## src/rtl/noc_pkg.sv

```systemverilog
// noc_pkg: shared flit encodings, head-flit layout and default widths for the NoC interface
package noc_pkg;
  localparam int DEF_DATA_W  = 32;
  localparam int DEF_XY_W    = 4;
  localparam int DEF_MAX_LEN = 8;
  localparam int DEF_CREDITS = 4;
  typedef enum logic [1:0] {
    FT_BODY     = 2'b00,
    FT_HEAD     = 2'b01,
    FT_TAIL     = 2'b10,
    FT_HEADTAIL = 2'b11
  } flit_type_e;
  // Head flit packs {dst_x, dst_y, src_x, src_y, len} MSB to LSB, LSB-aligned, upper bits zero.
  function automatic int head_w(input int xy_w, input int len_w);
    return 4 * xy_w + len_w;
  endfunction
endpackage

```

## src/rtl/noc_credit_cnt.sv

```systemverilog
// noc_credit_cnt: free-slot counter for the router local input buffer with sticky overflow flag
module noc_credit_cnt import noc_pkg::*; #(
  parameter  int CREDITS = DEF_CREDITS,
  localparam int CW      = $clog2(CREDITS + 1)
) (
  input  logic          clk,
  input  logic          rst,
  input  logic          dec,
  input  logic          inc,
  output logic [CW-1:0] cnt,
  output logic          avail,
  output logic          err
);
  logic [CW-1:0] r_cnt;
  logic          r_err;
  // An issue consumes a slot, a credit returns one; both together cancel; a credit with no room is an error.
  always_ff @(posedge clk) begin
    if (rst) begin
      r_cnt <= CW'(CREDITS);
      r_err <= 1'b0;
    end else if (inc && !dec) begin
      if (r_cnt == CW'(CREDITS)) r_err <= 1'b1;
      else r_cnt <= r_cnt + CW'(1);
    end else if (dec && !inc) begin
      r_cnt <= r_cnt - CW'(1);
    end
  end
  assign cnt   = r_cnt;
  assign avail = |r_cnt;
  assign err   = r_err;
endmodule

```

## src/rtl/noc_packetizer.sv

```systemverilog
// noc_packetizer: network interface turning a descriptor plus payload into head/body/tail flits under credit flow control
module noc_packetizer import noc_pkg::*; #(
  parameter  int DATA_W  = DEF_DATA_W,
  parameter  int XY_W    = DEF_XY_W,
  parameter  int MAX_LEN = DEF_MAX_LEN,
  parameter  int CREDITS = DEF_CREDITS,
  localparam int LEN_W   = $clog2(MAX_LEN + 1),
  localparam int CRD_W   = $clog2(CREDITS + 1)
) (
  input  logic              clk,
  input  logic              rst,
  input  logic [XY_W-1:0]   my_xpos,
  input  logic [XY_W-1:0]   my_ypos,
  input  logic              msg_valid,
  output logic              msg_ready,
  input  logic [XY_W-1:0]   msg_dst_x,
  input  logic [XY_W-1:0]   msg_dst_y,
  input  logic [LEN_W-1:0]  msg_len,
  input  logic              pld_valid,
  output logic              pld_ready,
  input  logic [DATA_W-1:0] pld_data,
  output logic              flit_valid,
  output logic [1:0]        flit_type,
  output logic [DATA_W-1:0] flit_data,
  input  logic              credit_in,
  output logic              err_credit
);
  typedef enum logic [1:0] {S_IDLE, S_HEAD, S_BODY} state_e;
  localparam int HEAD_W = head_w(XY_W, LEN_W);
  state_e            r_state, w_state_nxt;
  logic [XY_W-1:0]   r_dst_x, r_dst_y, r_src_x, r_src_y;
  logic [LEN_W-1:0]  r_len, r_idx, w_len_in;
  logic [HEAD_W-1:0] w_head;
  logic [CRD_W-1:0]  w_crd_cnt;
  logic              w_avail, w_issue, w_last, w_accept;
  assign w_len_in = (msg_len > LEN_W'(MAX_LEN)) ? LEN_W'(MAX_LEN) : msg_len;
  assign w_head   = {r_dst_x, r_dst_y, r_src_x, r_src_y, r_len};
  assign w_last   = r_idx == r_len - LEN_W'(1);
  assign w_accept = r_state == S_IDLE && msg_valid;
  assign w_issue  = w_avail && (r_state == S_HEAD || (r_state == S_BODY && pld_valid));
  noc_credit_cnt #(.CREDITS(CREDITS)) u_crd (
    .clk  (clk),
    .rst  (rst),
    .dec  (w_issue),
    .inc  (credit_in),
    .cnt  (w_crd_cnt),
    .avail(w_avail),
    .err  (err_credit)
  );
  // Next state and handshake/flit outputs; all outputs held low while reset is asserted.
  always_comb begin
    w_state_nxt = r_state;
    msg_ready   = 1'b0;
    pld_ready   = 1'b0;
    flit_valid  = 1'b0;
    flit_type   = FT_BODY;
    flit_data   = '0;
    if (!rst) begin
      unique case (r_state)
        S_IDLE: begin
          msg_ready   = 1'b1;
          w_state_nxt = msg_valid ? S_HEAD : S_IDLE;
        end
        S_HEAD: begin
          flit_valid  = w_avail;
          flit_type   = (r_len == '0) ? FT_HEADTAIL : FT_HEAD;
          flit_data   = DATA_W'(w_head);
          w_state_nxt = !w_avail ? S_HEAD : (r_len == '0) ? S_IDLE : S_BODY;
        end
        S_BODY: begin
          pld_ready   = w_avail;
          flit_valid  = w_issue;
          flit_type   = w_last ? FT_TAIL : FT_BODY;
          flit_data   = pld_data;
          w_state_nxt = (w_issue && w_last) ? S_IDLE : S_BODY;
        end
        default: w_state_nxt = S_IDLE;
      endcase
    end
  end
  // State register.
  always_ff @(posedge clk) begin
    if (rst) r_state <= S_IDLE;
    else r_state <= w_state_nxt;
  end
  // Latch the descriptor and source on accept; count body flits issued in the current packet.
  always_ff @(posedge clk) begin
    if (rst) begin
      r_dst_x <= '0;
      r_dst_y <= '0;
      r_src_x <= '0;
      r_src_y <= '0;
      r_len   <= '0;
      r_idx   <= '0;
    end else begin
      if (w_accept) begin
        r_dst_x <= msg_dst_x;
        r_dst_y <= msg_dst_y;
        r_src_x <= my_xpos;
        r_src_y <= my_ypos;
        r_len   <= w_len_in;
      end
      if (r_state == S_HEAD) r_idx <= '0;
      else if (r_state == S_BODY && w_issue) r_idx <= r_idx + LEN_W'(1);
    end
  end
  // The credit count can never exceed the router buffer depth.
  assert property (@(posedge clk) disable iff (rst) w_crd_cnt <= CRD_W'(CREDITS));
endmodule

```

## config.mk

```make
export PLATFORM = sky130hd
export DESIGN_NAME = noc_packetizer
export DESIGN_NICKNAME = d
export VERILOG_FILES = /design/src/rtl/noc_pkg.sv /design/src/rtl/noc_credit_cnt.sv /design/src/rtl/noc_packetizer.sv
export SDC_FILE = /design/constraint.sdc
export NUM_CORES = 1
export LEC_CHECK = 0
export ABC_AREA = 0
export ABC_CLOCK_PERIOD_IN_PS = 2630
export CORE_ASPECT_RATIO = 1.4
export CORE_MARGIN = 8
export CORE_UTILIZATION = 39
export DETAILED_ROUTE_END_ITERATION = 8
export PLACE_DENSITY_LB_ADDON = 0.1
export SYNTH_ARGS = -nofsm -noshare
export SYNTH_HDL_FRONTEND = slang
export SYNTH_HIERARCHICAL = 1
export SYNTH_SLANG_ARGS = --single-unit
```

## constraint.sdc

```tcl
create_clock -name clk -period 2.63 [get_ports clk]
set_clock_uncertainty 0.05 [all_clocks]
set_input_delay 0.263 -clock clk [delete_from_list [all_inputs] [get_ports clk]]
set_output_delay 0.263 -clock clk [all_outputs]
set_load 0.02 [all_outputs]
```

==> impl_metrics.tcl, run 1 <==
set metrics [dict create \
    io_buffer_count 94 \
    row_count 28 \
    endpoint_kind "primary output" \
    synth_compound_area_share_pct 22.5 \
    startpoint_type "flop" \
    grt_start_max_net_pins 34 \
    dieArea_um2 6840 \
    finalHoldViolCount 0 \
    grt_pass1_vias 1750 \
    synth_area_leaders "dfxtp_1, nand2_1, a22o_1" \
    dpl_cell_area_um2 2770 \
    rsz0062_at_grt "no" \
    io-pin-count 95 \
    cp_max_fo 21 \
    synthSimpleGateAreaFrac_pct 24.9 \
    clk_latency_ns 0.28 \
    netlist_area_um2 1730 \
    crit_type "reg -> out" \
    register_area_um2 601 \
    yosys.area_share.adder_pct 5.51 \
    clock_path_buffers 2 \
    setup-violations-final 0 \
    vias 1852 \
    slew_violations 0 \
    place_congestion 0.773 \
    cts_buffers 5 \
    antenna_found_initial 0 \
    area_delta_synth_final_pct 64.0 \
    die_h_um 94.7 \
    r2r_start "r_state[0]$_SDFF_PP0_" \
    synth.distinct_cells 35 \
    cts_tree "built" \
    period_share_pct 94.8 \
    most-common-layout-cells "clkdlybuf4s50_1, nand2_1, dfxtp_1" \
    grt_pass1_wl_um 8420 \
    cp.required_ns 2.32 \
    drc_errors 0 \
    routedWlPerCell_um 14.4 \
    die_x_um 72.2 \
    clockRootBuffer "clkbuf_8" \
    yosysWarnings 6 \
    status "finished, final reports clean" \
    grt_use_total_pct 15.4 \
    synth.net_count 280 \
    fin_setup_tns_ns 0 \
    cp.arrival_ns 2.18 \
    syn_area_per_cell_um2 7.99 \
    synthXorXnorAreaFrac_pct 6.01 \
    vdd_ir_drop_max_mv 0.441 \
    p_leak_nw 1.23 \
    drt_iter0_drc 123 \
    multi_input_area_um2 1030 \
    drive_gt1_share_pct 8.60 \
    timing.fmax_ghz 0.401 \
    cts-htree-levels 2 \
    grt-ovfl-total 0 \
    ys_ff_latch 30 \
    startpoint "r_state[0]$_SDFF_PP0_" \
    synth_top_family_by_area "simple AND/OR/NAND/NOR gates" \
    first_pass_iters 6 \
    ant_nets 0 \
    synthMuxAreaShare_pct 0.580 \
    cap_violations 0 \
    yosysTopAreaCell "dfxtp_1" \
    slew_headroom_pct 48.6 \
    cts_sinks 30 \
    nets 377 \
    coreArea_um2 4240 \
    hold_start "r_dst_y[2]$_SDFFE_PP0P_" \
    start_util_pct 40.7 \
    clk_pin_slew_ns 0.06 \
    num_antenna_cells 0 \
    min_period_ns 2.49 \
    max_slew.worst_pin.slew_ns 0.771 \
    dpl.hpwl_um 4170 \
    viasPerCell 4.95 \
    synthCells 216 \
    fillCellCount 386 \
    min_path_type "reg -> reg" \
    synth_top_area_share_pct 34.8 \
    power.density_nw_per_um2 412 \
    layout_commonest_cell "clkdlybuf4s50_1" \
    wirelength_um 5380 \
    fin_area_um2 2830 \
    yosysSeqAreaShare_pct 34.8 \
]
## timing repair
| item | 4_1_cts | 5_1_grt |
|---|---|---|
| gates cloned | 0 | 0 |
| setup buffers | 0 | 0 |
| resized for setup | 21 | 6 |
| hold buffers | 0 | 0 |
| setup endpoints to repair | 21 | 12 |
| pin swaps | 0 | 0 |
## cell usage after synthesis
cell type and n:
a2111oi_2 1, a21oi_1 24, a221oi_1 2, a22o_1 18, a2bb2o_1 1, a31oi_1 2, and2_1 4, and2b_2 1
and3_1 12, and4bb_2 1, buf_1 1, buf_2 4, buf_4 1, clkbuf_1 8, dfxtp_1 30, fa_1 1
ha_1 6, inv_1 10, mux2i_1 1, nand2_1 45, nand3b_1 4, nand4_1 1, nor2_1 6, nor2b_1 4
nor3_1 5, nor3_2 1, nor4_2 1, o211a_1 1, o211ai_1 2, o21ai_0 4, o21ai_1 2, or3b_1 1
xnor2_1 6, xnor2_2 1, xor2_1 4
## path summary, 6_finish.rpt
path              slack (ns)                   endpoint  cells past startpoint
setup / recovery        0.14              flit_data[13]                      8
hold / removal          0.40    r_dst_y[2]$_SDFFE_PP0P_                      2
setup reg to reg        0.23  u_crd/cnt[2]$_SDFFE_PP1P_                     10
hold reg to reg         0.40    r_dst_y[2]$_SDFFE_PP0P_                      2
## power by group
part / internal (mW) / switching (mW)
clock: 0.211 / 0.165
sequential: 0.486 / 0.0232
combinational: 0.154 / 0.129
total: 0.850 / 0.317
## cell families after synthesis
| kind of cell | count (synthesis) |
|---|---|
| simple gates | 86 |
| compound gates | 57 |
| flops | 30 |
| buf+inv | 24 |
| xor+xnor | 11 |
| fa+ha+maj | 7 |
| mux | 1 |
## layer usage
layer / up-vias / global-route usage [%] / routed length [um]
li1: 946 / - / -
met1: 845 / 16.9 / 2120
met2: 55 / 27.9 / 2810
met3: 6 / 4.14 / 391
met4: 0 / 4.62 / 53
met5: - / 0 / 0
## final cells by class
| class | instances | share of cell area, % |
|---|---|---|
| Clock inverter | 1 | 0.177 |
| Inverter | 10 | 1.33 |
| Tap cell | 60 | 2.65 |
| Timing Repair Buffer | 104 | 35.1 |
| Sequential cell | 30 | 21.2 |
| Clock buffer | 7 | 3.05 |
| Multi-Input combinational cell | 162 | 36.5 |
## metrics by stage
stage / setup slack, ns / power, mW / hold WS [ns] / util (%) / cells
4_1_cts: 0.0763 / 1.18 / 0.406 / 66.9 / 374
6_report: 0.138 / 1.17 / 0.403 / 66.8 / 374
3_5_place_dp: 0.135 / 0.803 / 0.398 / 65.3 / 366
2_1_floorplan: 0.302 / 0.659 / 0.285 / - / 216
5_1_grt: 0.0188 / 1.24 / 0.434 / 66.8 / 374
3_3_place_gp: 0.133 / 0.799 / 0.392 / 65.3 / 366
## state kept, by name, indices dropped and copies added (netlist names)
signal	count
r_dst_x	4
r_dst_y	4
r_state	2
r_src_y	4
r_src_x	4
u_crd/cnt	3
r_idx	4
r_len	4
u_crd/err	1
## critical path, cell delays in order, from the launching register on
cell and delay, ns:
dfxtp_1 0.36, inv_1 0.08, ha_1 0.28, nor2b_2 0.16, buf_4 0.15, and2_1 0.18
buf_12 0.16, a22o_1 0.22, dlygate4sd2_1 0.32
No activity file was read; power rests on OpenSTA's default activity.
==> run 2, diff against run 1 <==
Settings changed: CORE_MARGIN 8 to unset.
==> run 2 against run 1 <==
Effect of this change:
- sequential power hardly changed
- utilization is 0.15 points lower
- global-route usage is 5.7 points higher
- flip-flop and latch count stayed put
- clock-buffer cell count is 1 lower
- die area shrank 31%
- wire length fell by 10%
- critical path type unchanged
- largest power group unchanged
- final cell count down 0.27%
- first-iteration DRC count down 41%
- setup slack improved by 0.0041 ns
- maximum frequency increased by 0.16%
- clock power down 5%
==> impl_metrics.tcl, run 2 (synthesis gave the netlist of run 1 again) <==
set metrics [dict create \
    grt_use_total_pct 21.1 \
    use_met3_pct 4.30 \
    grt-ovfl-total 0 \
    place_congestion 0.753 \
    grt_pass1_vias 1643 \
    clk_latency_ns 0.27 \
    nets 378 \
    fillCellCount 398 \
    dpl.hpwl_um 3520 \
    io-pin-count 95 \
    slowest_stage "clkdlybuf4s50_1" \
    die_h_um 80.7 \
    register_area_um2 602 \
    hold_depth 2 \
    clockRootBuffer "clkbuf_8" \
    power_mw 1.15 \
    cts_sinks 30 \
    max_slew.worst_pin.slew_ns 0.708 \
    clock_path_buffers 2 \
    ant_nets 0 \
    use_met1_pct 25.7 \
    dpl_cell_area_um2 2760 \
    start_util_pct 40.7 \
    cpPeakStageDelay_ns 0.61 \
    routedWlPerCell_um 13.0 \
    grt_start_max_net_pins 34 \
    dieArea_um2 4700 \
    multi_input_area_um2 1030 \
    first_pass_iters 4 \
    cts-htree-levels 2 \
    reg2reg_setup_slack_ns 0.29 \
    dp_cells 367 \
    layout_commonest_cell "clkdlybuf4s50_1" \
    viasPerCell 4.91 \
    cts_tree "built" \
    rsz0062_at_grt "no" \
    crit_type "reg -> out" \
    crit_chain "inv_1 -> ha_1 -> nor2b_1 -> buf_4 -> and3_1 -> clkdlybuf4s50_1" \
    min_path_type "reg -> reg" \
    finalHoldViolCount 0 \
    slew_violations 0 \
    vdd_ir_drop_max_mv 0.438 \
    coreArea_um2 4240 \
    drive_gt1_share_pct 7.67 \
    setup-violations-final 0 \
    endpoint_kind "primary output" \
    fin_cells 373 \
    wirelength_um 4840 \
    r2r.worst_path.cells 10 \
    cp.arrival_ns 2.18 \
    period_share_pct 94.6 \
    die_x_um 58.2 \
    power.density_nw_per_um2 408 \
    grtUsageMet2_pct 36.8 \
    io_buffer_count 94 \
    clk_pin_slew_ns 0.06 \
    cp_max_fo 13 \
    startpoint_type "flop" \
    antenna_found_initial 0 \
    fin_setup_tns_ns 0 \
    drc_errors 0 \
    row_count 28 \
    grt-busiest-layer "met2" \
    drt_iter0_drc 73 \
    num_antenna_cells 0 \
    area_delta_synth_final_pct 63.6 \
    timing.fmax_ghz 0.402 \
    cp.required_ns 2.32 \
    status "finished, final reports clean" \
    cap_violations 0 \
    cts_buffers 5 \
    min_period_ns 2.49 \
    most-common-layout-cells "clkdlybuf4s50_1, nand2_1, dfxtp_1" \
    postCtsHoldBufs 0 \
    fin_area_um2 2830 \
    slew_headroom_pct 52.7 \
    vias 1830 \
    grt_pass1_wl_um 7600 \
    p_leak_nw 1.24 \
]
## run 2: cell type report
class	count	area share, %
multi-input combinational	162	36.4
tap	60	2.66
clock buffer	6	2.92
timing repair buffer	105	35.4
inverter	10	1.33
sequential	30	21.3
## run 2: path summary, 6_finish.rpt
| path | to | start |
|---|---|---|
| max | flit_data[28] | r_state[1]$_SDFF_PP0_ |
| max reg2reg | u_crd/cnt[2]$_SDFFE_PP1P_ | u_crd/cnt[1]$_SDFFE_PP0P_ |
| min | r_src_y[0]$_SDFFE_PP0P_ | r_src_y[0]$_SDFFE_PP0P_ |
| min reg2reg | r_src_y[0]$_SDFFE_PP0P_ | r_src_y[0]$_SDFFE_PP0P_ |
## run 2: what timing repair did
item | CTS | global route
endpoints found under the setup margin | 21 | 1
buffers inserted | 0 | 0
pin swaps | 0 | 0
resized for setup | 22 | 1
## run 2: critical path, delay by kind of cell, from the launching register on
family	cells	cell delay, ns
simple gates	2	0.36
buf+inv	3	0.90
fa+ha+maj	1	0.26
flops	1	0.37
## run 2: report_power, final
group	switching (mW)	internal, mW	total, mW
Clock	0.157	0.201	0.358
Sequential	0.0224	0.486	0.509
Combinational	0.131	0.156	0.287
## run 2: through the flow
| step | setup slack (ns) | utilization [%] | hold WS, ns |
|---|---|---|---|
| final | 0.142 | 66.6 | 0.403 |
| after global routing | 0.0328 | 66.6 | 0.423 |
| after CTS | 0.152 | 66.6 | 0.404 |
| after detailed placement | 0.217 | 65.2 | 0.396 |
| after global placement | 0.222 | 65.2 | 0.391 |
| after floorplan | 0.302 | - | 0.285 |
## run 2: metal layers
| layer | share of wire, % | routed length, um | up-vias |
|---|---|---|---|
| met1 | 43 | 2080 | 829 |
| li1 | - | - | 944 |
| met4 | 1.2 | 57 | 0 |
| met2 | 51 | 2460 | 51 |
| met3 | 4.9 | 239 | 6 |
| met5 | 0 | 0 | - |
==> run 3, diff against run 2 <==
Settings changed: CTS_CLUSTER_DIAMETER set to 50.
==> results of run 3 <==
No change in the layout: final DEF, timing and power equal those of run 2.
